`src/rtl/ro_meas_pkg.sv`:
```
// Shared types and default sizing for the ring-oscillator measurement sequencer.
// No logic; constants and the sequencer state encoding only.
// Consumers import with ro_meas_pkg::*.
package ro_meas_pkg;

  localparam int RO_NUM_RO_DEF     = 4;
  localparam int RO_SEL_W_DEF      = 2;
  localparam int RO_GATE_W_DEF     = 16;
  localparam int RO_CNT_W_DEF      = 16;
  localparam int RO_SETTLE_CYC_DEF = 8;

  typedef enum logic [1:0] {
    S_IDLE   = 2'd0,
    S_SETTLE = 2'd1,
    S_GATE   = 2'd2,
    S_RESULT = 2'd3
  } state_t;

endpackage

```
`src/rtl/ro_edge_sync.sv`:
```
// Two-flop synchronizer for one asynchronous oscillator output, plus rising-edge pulse.
// Latency: an input edge shows up as rise_o two to three clk edges later.
// No backpressure; the pulse is one cycle wide and is free-running.
module ro_edge_sync (
  input  logic clk,
  input  logic rst,
  input  logic ro_i,
  output logic rise_o
);

  logic s1_q, s2_q, prev_q;

  // Metastability chain followed by one history flop for edge detection.
  always_ff @(posedge clk) begin
    if (rst) begin
      s1_q   <= 1'b0;
      s2_q   <= 1'b0;
      prev_q <= 1'b0;
    end else begin
      s1_q   <= ro_i;
      s2_q   <= s1_q;
      prev_q <= s2_q;
    end
  end

  assign rise_o = s2_q & ~prev_q;

endmodule

```
`src/rtl/ro_meas_ctrl.sv`:
```
// Sequences the ring-oscillator bank: enable one RO, settle, count edges over a gate window.
// Latency: start -> res_valid after 1 + SETTLE_CYC + gate_len cycles (gate_len 0 counts as 1).
// Backpressure: result is held in RESULT until res_ready; the scan pauses while held.
module ro_meas_ctrl
  import ro_meas_pkg::*;
#(
  parameter int NUM_RO     = RO_NUM_RO_DEF,
  parameter int SEL_W      = RO_SEL_W_DEF,
  parameter int GATE_W     = RO_GATE_W_DEF,
  parameter int CNT_W      = RO_CNT_W_DEF,
  parameter int SETTLE_CYC = RO_SETTLE_CYC_DEF
) (
  input  logic              clk,
  input  logic              rst,
  input  logic              start,
  input  logic              scan,
  input  logic [SEL_W-1:0]  sel,
  input  logic [GATE_W-1:0] gate_len,
  input  logic [NUM_RO-1:0] ro_in,
  output logic [NUM_RO-1:0] ro_en,
  output logic              busy,
  output logic              res_valid,
  input  logic              res_ready,
  output logic [CNT_W-1:0]  res_data,
  output logic [SEL_W-1:0]  res_id,
  output logic              res_ovf
);

  localparam logic [SEL_W-1:0]  LAST_IDX  = SEL_W'(NUM_RO - 1);
  localparam logic [GATE_W-1:0] SETTLE_LD = GATE_W'(SETTLE_CYC - 1);

  logic [NUM_RO-1:0] rise;

  genvar g;
  generate
    for (g = 0; g < NUM_RO; g++) begin : g_sync
      ro_edge_sync u_sync (
        .clk    (clk),
        .rst    (rst),
        .ro_i   (ro_in[g]),
        .rise_o (rise[g])
      );
    end
  endgenerate

  state_t            state_q, state_d;
  logic [SEL_W-1:0]  idx_q, idx_d;
  logic              scan_q, scan_d;
  logic [GATE_W-1:0] glen_q, glen_d;
  logic [GATE_W-1:0] tmr_q, tmr_d;
  logic [CNT_W-1:0]  cnt_q, cnt_d;
  logic              ovf_q, ovf_d;
  logic [NUM_RO-1:0] en_q, en_d;
  logic              sel_rise;
  logic [SEL_W-1:0]  sel_cl;

  // Out-of-range single-shot selects fall back to the highest oscillator.
  assign sel_cl = (sel > LAST_IDX) ? LAST_IDX : sel;

  // Pick the edge pulse of the oscillator currently being measured.
  always_comb begin
    sel_rise = 1'b0;
    for (int i = 0; i < NUM_RO; i++) begin
      if (idx_q == SEL_W'(i)) sel_rise = rise[i];
    end
  end

  // Next-state, timers, edge counter and the registered enable for the next cycle.
  always_comb begin
    state_d = state_q;
    idx_d   = idx_q;
    scan_d  = scan_q;
    glen_d  = glen_q;
    tmr_d   = tmr_q;
    cnt_d   = cnt_q;
    ovf_d   = ovf_q;
    en_d    = '0;

    case (state_q)
      S_IDLE: begin
        if (start) begin
          glen_d  = (gate_len == '0) ? GATE_W'(1) : gate_len;
          scan_d  = scan;
          idx_d   = scan ? '0 : sel_cl;
          tmr_d   = SETTLE_LD;
          state_d = S_SETTLE;
        end
      end
      S_SETTLE: begin
        cnt_d = '0;
        ovf_d = 1'b0;
        if (tmr_q == '0) begin
          tmr_d   = glen_q - GATE_W'(1);
          state_d = S_GATE;
        end else begin
          tmr_d = tmr_q - GATE_W'(1);
        end
      end
      S_GATE: begin
        if (sel_rise) begin
          if (cnt_q == '1) ovf_d = 1'b1;
          else             cnt_d = cnt_q + CNT_W'(1);
        end
        if (tmr_q == '0) state_d = S_RESULT;
        else             tmr_d   = tmr_q - GATE_W'(1);
      end
      S_RESULT: begin
        if (res_ready) begin
          if (scan_q && (idx_q < LAST_IDX)) begin
            idx_d   = idx_q + SEL_W'(1);
            tmr_d   = SETTLE_LD;
            state_d = S_SETTLE;
          end else begin
            state_d = S_IDLE;
          end
        end
      end
      default: state_d = S_IDLE;
    endcase

    // Enable is computed from the next state so the flop output tracks the state exactly.
    if ((state_d == S_SETTLE) || (state_d == S_GATE)) begin
      for (int i = 0; i < NUM_RO; i++) begin
        en_d[i] = (idx_d == SEL_W'(i));
      end
    end
  end

  // State and datapath registers; reset drops the enable and any pending result.
  always_ff @(posedge clk) begin
    if (rst) begin
      state_q <= S_IDLE;
      idx_q   <= '0;
      scan_q  <= 1'b0;
      glen_q  <= '0;
      tmr_q   <= '0;
      cnt_q   <= '0;
      ovf_q   <= 1'b0;
      en_q    <= '0;
    end else begin
      state_q <= state_d;
      idx_q   <= idx_d;
      scan_q  <= scan_d;
      glen_q  <= glen_d;
      tmr_q   <= tmr_d;
      cnt_q   <= cnt_d;
      ovf_q   <= ovf_d;
      en_q    <= en_d;
    end
  end

  assign ro_en     = en_q;
  assign busy      = (state_q != S_IDLE);
  assign res_valid = (state_q == S_RESULT);
  assign res_data  = cnt_q;
  assign res_id    = idx_q;
  assign res_ovf   = ovf_q;

endmodule

```
`config.mk`:
```
export PLATFORM = sky130hd
export DESIGN_NAME = ro_meas_ctrl
export DESIGN_NICKNAME = d
export VERILOG_FILES = /design/src/rtl/ro_meas_pkg.sv /design/src/rtl/ro_edge_sync.sv /design/src/rtl/ro_meas_ctrl.sv
export SDC_FILE = /design/constraint.sdc
export NUM_CORES = 1
export LEC_CHECK = 0
export BUFFER_PORTS_ARGS = -buffer_cell sky130_fd_sc_hd__buf_2
export CORE_UTILIZATION = 50
export DETAILED_ROUTE_END_ITERATION = 7
export PLACE_DENSITY = 0.75
export SLEW_MARGIN = 20
export SYNTH_ARGS = -nofsm -noshare
export SYNTH_HDL_FRONTEND = slang
export SYNTH_HIERARCHICAL = 1
export SYNTH_SLANG_ARGS = --single-unit
```
`constraint.sdc`:
```
create_clock -name clk -period 2.7 [get_ports clk]
set_clock_uncertainty 0.05 [all_clocks]
set_input_delay 0.135 -clock clk [delete_from_list [all_inputs] [get_ports clk]]
set_output_delay 0.135 -clock clk [all_outputs]
set_load 0.05 [all_outputs]
```
### Word level (Yosys, flattened, before mapping)

Cells that the tools add are included.

| operators by class | value |
|---|---|
| add/sub/neg operators | 4 |
| $lt $le $gt $ge | 2 |
| eq/ne operators | 19 |
| mux-type cells | 29 |
| bitwise logic cells | 9 |
| reduce and logical (&&, ||, !) cells | 14 |

Operator list:

| cell | number |
|---|---|
| 16-bit 2-to-1 mux | 8 |
| 16-bit one-hot mux with 4 select lines | 1 |
| 16-bit zero test | 2 |
| 16-bit one-hot mux with 2 select lines | 1 |
| 16-bit by 1-bit subtractor with 16-bit output, second input constant | 2 |
| 2-bit 2-to-1 mux | 9 |
| 16-bit by 1-bit adder with 16-bit output, second input constant | 1 |
| 16-bit equality test, second input constant | 1 |
| 2-bit equality test, second input constant | 7 |
| 2-bit != test, second input constant | 5 |
| 2-bit by 1-bit equality test with 1-bit output, second input constant | 4 |
| 2-bit one-hot mux with 4 select lines | 1 |
| 1-bit 2-to-1 mux | 7 |
| 2-bit zero test | 3 |
| 3-bit AND reduction | 2 |
| 1-bit NOT | 5 |
| 1-bit bitwise AND | 4 |
| 2-bit by 1-bit != test with 1-bit output, second input constant | 2 |
| 2-bit one-hot mux with 2 select lines | 1 |
| 4-bit AND reduction | 1 |
| 2-bit nonzero test | 2 |
| 2-bit by 1-bit adder with 2-bit output, second input constant | 1 |
| 2-bit greater-than comparator, second input constant | 1 |
| 2-bit less-than comparator, second input constant | 1 |
| other kinds (5) | 5 |

| word-level totals | value |
|---|---|
| register bits after elaboration | 70 |
| bits of input ports | 27 |
| output and inout bits | 25 |
| logic and storage cells | 97 |

### Depth between registers and ports, before layout

Gate-level depths: netlist (run 1).

| logic depth | value |
|---|---|
| word-level depth | 9 |
| gate-level depth with buffers | 10 |
| gate-level depth less buffers | 8 |

### Cells and area by module

Netlist (run 1), hierarchy kept.

Modules (own cells, without submodules):

| module | instances | cells each | area each (um^2) | seq. area each (um^2) |
|---|---|---|---|---|
| ro_meas_ctrl | 1 | 422 | 3314.4 | 1161.1 |
| ro_edge_sync | 4 | 7 | 87.6 | 60.1 |

### Worst setup path after synthesis (run 1)

OpenSTA, ideal clock, no wires.

| path | value |
|---|---|
| path type | flip-flop to flip-flop |
| start | register tmr_q[0] |
| end | register en_q[0] (netlist: ro_en[0]) |
| setup time | 92 ps |
| data arrival time | 2624 ps |
| data required time | 2558 ps |
| path slack | -67 ps |
| cell stages (with the launch flop) | 11 |
| buffers on the path | 2 |
| clock period less this slack | 2767 ps |
| cells stage by stage | dfxtp_1 inv_1 ha_1 or3b_2 clkbuf_1 or4_4 buf_6 a22o_1 a31o_4 xnor2_2 nor4_1 |

| between the ends | value |
|---|---|
| word-level cells in the longest chain between the ends | 7 |
| elaborated cells on any way between the ends | 9 |
| classes of those cells | eq/ne: 2; mux: 3; bitwise: 1; reduce/logical: 3 |

RTL lines:

| element | line | text |
|---|---|---|
| from (decl) | ro_meas_ctrl.sv:50 | `logic [GATE_W-1:0] tmr_q, tmr_d;` |
| from (signal assigned) | ro_meas_ctrl.sv:145 | `tmr_q <= tmr_d;` |
| 16-bit zero test (*) | ro_meas_ctrl.sv:92, ro_meas_ctrl.sv:104 |  |
| 2-bit 2-to-1 mux (on tied branches) | ro_meas_ctrl.sv:104, ro_meas_ctrl.sv:92 |  |
| 2-bit one-hot mux with 4 select lines (*) | ro_meas_ctrl.sv:79 | `case (state_q)` |
| 2-bit by 1-bit equality test with 1-bit output or 2-bit equality test (tied branches) | ro_meas_ctrl.sv:122 | `if ((state_d == S_SETTLE) \|\| (state_d == S_GATE)) begin` |
| 1-bit logical OR (*) | ro_meas_ctrl.sv:122 |  |
| 1-bit NOT (no line) (*) | n/a |  |
| 2-bit OR reduction (no line) (*) | n/a |  |
| to (signal assigned) | ro_meas_ctrl.sv:148 | `en_q <= en_d;` |
| to (decl) | ro_meas_ctrl.sv:53 | `logic [NUM_RO-1:0] en_q, en_d;` |

Mark *: on every way between the ends. The rest lies on a longest branch, timed or not.
A chain may end at the register's enable or synchronous reset.

### Worst setup path in the final report (run 1)

| path | value |
|---|---|
| start | register tmr_q[11] |
| end | register en_q[0] (netlist: ro_en[0]) |

The elaborated chain is that of the path after synthesis.

==> impl_table.tex, run 1 <==
\begin{tabular}{lr}
\hline
Metric & Value \\
\hline
\multicolumn{2}{l}{\textbf{Outcome}} \\
\quad Run status & completed \\
\multicolumn{2}{l}{\textbf{Synth}} \\
\quad Cell count after synthesis & 450 \\
\quad Cell with the most instances after synthesis & dfxtp\_1 \\
\quad Count of warnings emitted by yosys & 6 \\
\quad Total of flip-flops plus latches after synthesis & 70 \\
\quad Synth area leader & dfxtp\_1 \\
\quad Share of synthesized area occupied by flip-flops and latches & 0.3824 \\
\quad Biggest area contributors in the synthesized netlist & dfxtp\_1 (38\%), nand2\_1 (6.0\%), xor2\_1 (5.5\%), nor2\_1 (4.6\%), a21oi\_1 (4.0\%) \\
\quad Proportion of register bits with asynchronous set or reset after synthesis & 0 \\
\quad Number of flops mapped to enable cells by yosys & 0 \\
\quad Yosys top cell area share & 0.3824 \\
\quad Distinct cell type count of the synthesized netlist & 59 \\
\quad Post-synth design cell area & 0.003665 mm\^{}2 \\
\quad Number of nets produced by synthesis & 488 \\
\quad Top flip-flop cell by instance count after synthesis & dfxtp\_1 \\
\quad Average size of a mapped cell & 8.144 um\^{}2 \\
\quad Commonest cells in the synthesized netlist & dfxtp\_1 (70), nand2\_1 (59), nor2\_1 (45) \\
\multicolumn{2}{l}{\textbf{Worst setup path}} \\
\quad CP max stage delay & 650 ps \\
\quad Sequence of cells on the critical path & or4\_1 > or4\_4 > a22o\_1 > a31o\_4 > xnor2\_2 > nor4\_2 \\
\quad Reg-to-reg critical path endpoint & ro\_en[0]\$\_SDFF\_PP0\_ \\
\quad Buffers \& Inverters on Critical Path & 0 \\
\quad Data required time at the worst endpoint & 2910 ps \\
\quad Critical Path Slowest Stage Cell & or4\_1 \\
\quad Largest driver fanout on the critical path & 7 \\
\quad Worst setup path end & ro\_en[0]\$\_SDFF\_PP0\_ \\
\quad Type of element launching the critical path & flip-flop \\
\quad CP endpoint kind & flip-flop \\
\quad Family with the most delay on the worst path & simple AND/OR/NAND/NOR gates \\
\quad R2R Path Start & tmr\_q[11]\$\_SDFFE\_PP0P\_ \\
\quad Total number of cells along the worst setup path & 6 \\
\quad Depth of the worst register-to-register path & 6 \\
\quad Register-to-register setup slack & 80 ps \\
\quad Timing startpoint of the critical path & tmr\_q[11]\$\_SDFFE\_PP0P\_ \\
\quad Critical path class & reg -> reg \\
\quad Arrival time at the worst endpoint & 2830 ps \\
\multicolumn{2}{l}{\textbf{Timing}} \\
\quad Total Neg Setup Slack & 0 ps \\
\quad Total count of hold-check failures in the final report & 0 \\
\quad Final count of pins violating max slew & 0 \\
\quad F\_max & 381.7 MHz \\
\quad Tightest slew margin relative to the limit & 0.5411 \\
\quad Post-route clock period utilization & 0.9702 \\
\quad Actual slew at the worst max-slew pin & 685.8 ps \\
\quad Final setup slack of the worst path & 80.34 ps \\
\quad Crit path time final & 2620 ps \\
\quad \# setup viols final & 0 \\
\multicolumn{2}{l}{\textbf{Placement}} \\
\quad Area after DPL & 0.004080 mm\^{}2 \\
\quad Worst slack, placed & 34.28 ps \\
\quad HPWL Detailed & 6364 um \\
\quad Placer congestion estimate & 0.9201 \\
\quad Port Buffers & 51 \\
\multicolumn{2}{l}{\textbf{Finish}} \\
\quad Layout Cell Area excl Fill & 0.004502 mm\^{}2 \\
\quad Area taken by multi-input logic gates & 0.002150 mm\^{}2 \\
\quad Number of fill cells & 589 \\
\quad Count of antenna diodes in the layout & 0 \\
\quad Layout overhead on the synthesized area & 22.84\% \\
\quad Area of all sequential standard cells & 0.001401 mm\^{}2 \\
\quad Fraction of final layout cells sized beyond drive strength 1 & 0.1813 \\
\quad Final \#Nets & 568 \\
\multicolumn{2}{l}{\textbf{Global route}} \\
\quad Number of antenna violations at the first check in global routing & 0 \\
\quad Via count of the first global-routing pass & 3209 \\
\quad GRT overflow & 0 \\
\quad All-layer global routing usage & 0.2533 \\
\quad Fraction of met1 tracks used by global routing & 0.3478 \\
\quad GR Util met3 & 0.03393 \\
\quad Maximum number of pins on one net before global-route repair & 47 \\
\quad GR peak layer & met2 \\
\quad Global-route wire length before repair & 15130 um \\
\quad Met2 layer usage reported by global route & 0.4027 \\
\multicolumn{2}{l}{\textbf{Floorplanning}} \\
\quad Die Height & 87.61 um \\
\quad Die boundary width & 87.61 um \\
\quad Number of placement rows & 30 \\
\quad Core Region & 0.006944 mm\^{}2 \\
\quad Ports & 52 \\
\quad Starting Density & 0.5277 \\
\quad Floorplan die area & 0.007676 mm\^{}2 \\
\multicolumn{2}{l}{\textbf{Clock network}} \\
\quad Sink count of the clock tree & 70 \\
\quad CTS tree & done \\
\quad Clock insertion delay at the later pin of the skew report & 350 ps \\
\quad Clock-pin slew on the worst setup and hold paths & 80 ps \\
\quad CTS Root Cell & clkbuf\_8 \\
\quad Total setup buffers inserted after CTS & 0 \\
\quad Number of buffers created by CTS & 9 \\
\quad Buffer depth of the longest clock path & 2 \\
\quad Total number of H-tree levels & 3 \\
\multicolumn{2}{l}{\textbf{Routing}} \\
\quad Overall via count from detail\_route & 3532 \\
\quad Pre-antenna DRT Iters & 5 \\
\quad Total routed wirelength & 9225 um \\
\quad DRC violation total after the first TritonRoute iteration & 315 \\
\quad Post-detailed-route via-to-cell ratio & 5.597 \\
\quad Number of remaining DRC errors & 0 \\
\quad Antenna-violating nets left & 0 \\
\quad Routed WL per cell & 14.62 um \\
\multicolumn{2}{l}{\textbf{Job}} \\
\quad Number of max-cap violations & 0 \\
\multicolumn{2}{l}{\textbf{Hold path}} \\
\quad Min-delay worst type & in -> reg \\
\multicolumn{2}{l}{\textbf{Power}} \\
\quad Leakage component of the power & 1.889 nW \\
\quad Maximum ir drop on the vdd rail & 0.0005224 V \\
\quad Power Density & 841.1 mW/mm\^{}2 \\
\hline
\end{tabular}
-- where the power goes --
| part | switching, W | internal (W) | total (W) |
|---|---|---|---|
| Sequential | 0.0000960 | 0.00113 | 0.00123 |
| Clock | 0.000426 | 0.000456 | 0.000883 |
| Combinational | 0.00102 | 0.000658 | 0.00167 |
-- worst register-to-register path: stages, from the launching register on --
cell     delay (ps)
dfxtp_1         370
or4_1           650
or4_4           540
a22o_1          230
a31o_4          230
xnor2_2         190
nor4_2          280
-- final cells by class --
type	instances	share of cell area
clock inverters	6	0.01529
inverters	15	0.01251
multi-input cells	348	0.4775
flip-flops and latches	70	0.3113
clock buffers	10	0.03057
well taps	96	0.02668
repair buffers	86	0.1262
-- routing by layer --
layer / share of wire / wire length [um]
met1: 0.47 / 4328
met2: 0.47 / 4301
met3: 0.043 / 400
met4: 0.021 / 194
met5: 0 / 0
-- cell families (layout without fill, tap and decap cells) --
kind of cell,after synthesis,after routing,synth area share
adder cells (fa/ha/maj),11,11,0.03755
AND/OR/NAND/NOR,221,221,0.3134
flip-flops,70,70,0.3824
buffers and inverters,32,117,0.03516
multiplexers,1,1,0.002731
AO/OA/AOI/OAI,82,82,0.1478
XOR/XNOR,33,33,0.08092
-- metrics by stage --
stage               instances  utilization  power, W  hold WS (ps)
finish                    631       0.6483  0.003786         82.34
global placement          595       0.5876  0.002807         294.1
floorplan                 450            -  0.002428         156.6
detailed placement        595       0.5876  0.002843         298.2
global route              631       0.6483  0.004009         96.96
CTS                       631       0.6461  0.003747         59.55
-- sequential cells by signal, summed over array words and instances, names as in the netlist --
| name | count |
|---|---|
| res_data | 16 |
| g_sync.u_sync/s1_q | 4 |
| state_q | 2 |
| ro_en | 4 |
| g_sync.u_sync/prev_q | 4 |
| glen_q | 16 |
| scan_q | 1 |
| res_ovf | 1 |
| res_id | 2 |
| tmr_q | 16 |
| g_sync.u_sync/s2_q | 4 |
-- cell usage in the layout, fill, tap and decap left out, types with 13 or more instances in the layout --
| cell type | Yosys | final |
|---|---|---|
| a21oi_1 | 29 | 29 |
| buf_2 | 1 | 51 |
| buf_4 | 0 | 15 |
| dfxtp_1 | 70 | 70 |
| dlygate4sd3_1 | 0 | 20 |
| inv_1 | 15 | 15 |
| nand2_1 | 59 | 59 |
| nand3_1 | 18 | 18 |
| nor2_1 | 45 | 45 |
| nor2b_1 | 13 | 13 |
| nor3_1 | 17 | 17 |
| o21ai_0 | 15 | 15 |
| xor2_1 | 23 | 23 |
-- worst min-delay path by stage --
| stage | slack (ps) | depth (start not counted) | startpoint | to |
|---|---|---|---|---|
| after floorplan | 160 | 1 | rst | g_sync[0].u_sync/prev_q$_SDFF_PP0_ |
| after global placement | 290 | 2 | ro_in[3] | g_sync[3].u_sync/s1_q$_SDFF_PP0_ |
| after detailed placement | 300 | 2 | ro_in[3] | g_sync[3].u_sync/s1_q$_SDFF_PP0_ |
| after CTS | 60 | 3 | gate_len[0] | glen_q[0]$_SDFFE_PP0P_ |
| after global routing | 100 | 3 | gate_len[0] | glen_q[0]$_SDFFE_PP0P_ |
| final | 80 | 3 | gate_len[0] | glen_q[0]$_SDFFE_PP0P_ |
-- what timing repair did --
item,CTS,global route
hold buffers,20,0
endpoints found under the setup margin,0,9
resized for setup,0,3
hold endpoints to repair,20,0
No activity file was read; power rests on OpenSTA's default activity.
==> inputs of run 2 (changes only) <==
--- a/config.mk
+++ b/config.mk
@@ -8,7 +8,7 @@
 export BUFFER_PORTS_ARGS = -buffer_cell sky130_fd_sc_hd__buf_2
 export CORE_UTILIZATION = 50
 export DETAILED_ROUTE_END_ITERATION = 7
-export PLACE_DENSITY = 0.75
+export PLACE_DENSITY = 0.72
 export SLEW_MARGIN = 20
 export SYNTH_ARGS = -nofsm -noshare
 export SYNTH_HDL_FRONTEND = slang
==> constraint.sdc (replaced) <==
create_clock -name clk -period 2.64 [get_ports clk]
set_clock_uncertainty 0.05 [all_clocks]
set_input_delay 0.132 -clock clk [delete_from_list [all_inputs] [get_ports clk]]
set_output_delay 0.132 -clock clk [all_outputs]
set_load 0.05 [all_outputs]
==> run 2 against run 1 <==
Sequential share of layout area is essentially flat. Register-to-register slack gained 40 ps. Combinational power grew 2%. Flip-flop and latch count is the same. Routed wire length shrank 0.51%. Setup slack gained 41 ps. Fmax grew 4.0%. Highest routed layer unchanged.
==> impl_table.tex, run 2 (synthesis results as in run 1) <==
\begin{tabular}{lr}
\hline
Metric & Value \\
\hline
\multicolumn{2}{l}{\textbf{Outcome}} \\
\quad Run status & completed \\
\multicolumn{2}{l}{\textbf{Placement}} \\
\quad Placer congestion estimate & 0.8867 (-3.6\%) \\
\quad Worst slack, placed & 88.66 ps (+54.38 ps) \\
\quad HPWL Detailed & 6256 um (-1.7\%) \\
\quad Port Buffers & 51 (unchanged) \\
\quad Area after DPL & 0.004078 mm\^{}2 (about the same) \\
\multicolumn{2}{l}{\textbf{Floorplanning}} \\
\quad Die Height & 87.61 um (unchanged) \\
\quad Number of placement rows & 30 (unchanged) \\
\quad Ports & 52 (unchanged) \\
\quad Floorplan die area & 0.007676 mm\^{}2 (unchanged) \\
\quad Core Region & 0.006944 mm\^{}2 (unchanged) \\
\quad Starting Density & 0.5277 (unchanged) \\
\quad Die boundary width & 87.61 um (unchanged) \\
\multicolumn{2}{l}{\textbf{Power}} \\
\quad Proportion of power drawn by flip-flops and latches & 0.326 (about the same) \\
\quad Switching part of the total power & 0.4050 (-0.001493) \\
\quad Maximum ir drop on the vdd rail & 0.0004931 V (-5.6\%) \\
\quad Final total power & 0.003874 W (+2.3\%) \\
\quad NetSw & 0.001569 W (+1.9\%) \\
\quad Cell-internal power & 0.002305 W (+2.6\%) \\
\quad Leakage component of the power & 1.878 nW (-0.58\%) \\
\quad Power Density & 860.1 mW/mm\^{}2 (+2.3\%) \\
\quad Clock network fraction of total power & 0.234 (about the same) \\
\quad Relative contribution of combinational cells to total power & 0.440 (-0.002) \\
\multicolumn{2}{l}{\textbf{Global route}} \\
\quad Global-route wire length before repair & 14940 um (-1.3\%) \\
\quad Number of antenna violations at the first check in global routing & 0 (unchanged) \\
\quad GRT overflow & 0 (unchanged) \\
\quad Via count of the first global-routing pass & 3246 (+1.2\%) \\
\quad Maximum number of pins on one net before global-route repair & 48 (+2.1\%) \\
\quad All-layer global routing usage & 0.2495 (-0.003800) \\
\multicolumn{2}{l}{\textbf{Finish}} \\
\quad Layout overhead on the synthesized area & 22.91\% (about the same) \\
\quad Layout Cell Area excl Fill & 0.004504 mm\^{}2 (about the same) \\
\quad Leading cell type in the layout, fill and taps excluded & dfxtp\_1 \\
\quad Final \#Nets & 566 (-0.35\%) \\
\quad Most frequent cells in the layout & dfxtp\_1 (70), nand2\_1 (59), buf\_2 (51), nor2\_1 (45), a21oi\_1 (29) \\
\quad Count of antenna diodes in the layout & 0 (unchanged) \\
\quad Fraction of final layout cells sized beyond drive strength 1 & 0.1839 (+0.002557) \\
\multicolumn{2}{l}{\textbf{Clock network}} \\
\quad Clock insertion delay at the later pin of the skew report & 340 ps (about the same) \\
\quad Clock-pin slew on the worst setup and hold paths & 80 ps (about the same) \\
\quad Buffer depth of the longest clock path & 2 (unchanged) \\
\quad CTS Root Cell & clkbuf\_8 \\
\quad Total setup buffers inserted after CTS & 0 (unchanged) \\
\quad Total number of H-tree levels & 3 (unchanged) \\
\quad CTS tree & done \\
\quad Number of buffers created by CTS & 9 (unchanged) \\
\quad Sink count of the clock tree & 70 (unchanged) \\
\multicolumn{2}{l}{\textbf{Worst setup path}} \\
\quad CP endpoint kind & flip-flop \\
\quad Register-to-register setup slack & 120 ps (+40 ps) \\
\quad Largest driver fanout on the critical path & 7 (unchanged) \\
\quad Sequence of cells on the critical path & or4\_1 > or4\_4 > a22o\_1 > a31o\_4 > xnor2\_4 > nor4\_2 \\
\quad Depth of the worst register-to-register path & 6 (unchanged) \\
\quad CP max stage delay & 640 ps (about the same) \\
\quad Critical Path Slowest Stage Cell & or4\_1 \\
\quad Type of element launching the critical path & flip-flop \\
\quad Arrival time at the worst endpoint & 2720 ps (-110 ps) \\
\quad Critical path class & reg -> reg \\
\quad Data required time at the worst endpoint & 2840 ps (-70 ps) \\
\multicolumn{2}{l}{\textbf{Routing}} \\
\quad Routed WL per cell & 14.59 um (-0.19\%) \\
\quad Overall via count from detail\_route & 3572 (+1.1\%) \\
\quad Post-detailed-route via-to-cell ratio & 5.679 (+1.5\%) \\
\quad Pre-antenna DRT Iters & 5 (unchanged) \\
\quad Total routed wirelength & 9178 um (-0.51\%) \\
\quad DRC violation total after the first TritonRoute iteration & 211 (-33\%) \\
\quad Antenna-violating nets left & 0 (unchanged) \\
\quad Number of remaining DRC errors & 0 (unchanged) \\
\multicolumn{2}{l}{\textbf{Timing}} \\
\quad Final count of pins violating max slew & 0 (unchanged) \\
\quad Unrepaired setup endpoints after global routing & no \\
\quad Post-route clock period utilization & 0.9539 (-0.01636) \\
\quad Tightest slew margin relative to the limit & 0.5515 (+0.01035) \\
\quad F\_max & 397.1 MHz (+4.0\%) \\
\quad Total Neg Setup Slack & 0 ps (unchanged) \\
\quad Total count of hold-check failures in the final report & 0 (unchanged) \\
\quad \# setup viols final & 0 (unchanged) \\
\quad Post-route worst hold slack & 9.952 ps (-72.38 ps) \\
\quad Crit path time final & 2518 ps (-101.4 ps) \\
\quad Final setup slack of the worst path & 121.7 ps (+41.41 ps) \\
\quad Actual slew at the worst max-slew pin & 670.3 ps (-15.47 ps) \\
\multicolumn{2}{l}{\textbf{Job}} \\
\quad Number of max-cap violations & 0 (unchanged) \\
\multicolumn{2}{l}{\textbf{Hold path}} \\
\quad Worst hold path depth & 3 (unchanged) \\
\quad Min-delay worst type & in -> reg \\
\hline
\end{tabular}
run 2: worst max-delay path: cells and delay by family (launching register included):
family,cells,cell delay [ps]
xor gates and xnor gates,1,150
and+or+nand+nor,3,1390
AOI/OAI and AO/OA,2,480
DFF,1,360
run 2: what timing repair did:
item / 4_1_cts / 5_1_grt
hold endpoints to repair: 19 / 0
hold buffers: 19 / 0
setup endpoints to repair: 0 / 4
gates resized for setup: 0 / 4
run 2: power groups by stage:
stage / Clock [W] / Sequential [W] / Combinational, W
3_5_place_dp: 0 / 0.00128 / 0.00160
2_1_floorplan: 0 / 0.00130 / 0.00119
5_1_grt: 0.000958 / 0.00128 / 0.00188
6_report: 0.000905 / 0.00126 / 0.00171
4_1_cts: 0.000913 / 0.00126 / 0.00164
3_3_place_gp: 0 / 0.00128 / 0.00158
run 2: metal layers:
metal	GRT usage	share of wire	up-vias
met5	0	0	-
met4	0.09389	0.014	0
met3	0.04241	0.064	14
met2	0.4126	0.47	144
met1	0.3271	0.45	1655
li1	-	-	1759
run 2: layout make-up:
cell class              count  area [um^2]
clock inverters             6        70.07
inverters                  15        56.30
multi-input cells         348         2168
repair buffers             84        550.5
fillers                   596         2440
clock buffers              10        137.6
flip-flops and latches     70         1401
well taps                  96        120.1
run 2: through the flow:
stage	utilization	cells
floorplan	-	450
finish	0.6486	629
CTS	0.6445	629
detailed placement	0.5872	594
global route	0.6486	629
global placement	0.5872	594
run 2: worst paths after layout:
check	startpoint	end
max	tmr_q[11]$_SDFFE_PP0P_	ro_en[0]$_SDFF_PP0_
min reg2reg	g_sync[2].u_sync/s1_q$_SDFF_PP0_	g_sync[2].u_sync/s2_q$_SDFF_PP0_
min	gate_len[7]	glen_q[7]$_SDFFE_PP0P_
max reg2reg	tmr_q[11]$_SDFFE_PP0P_	ro_en[0]$_SDFF_PP0_
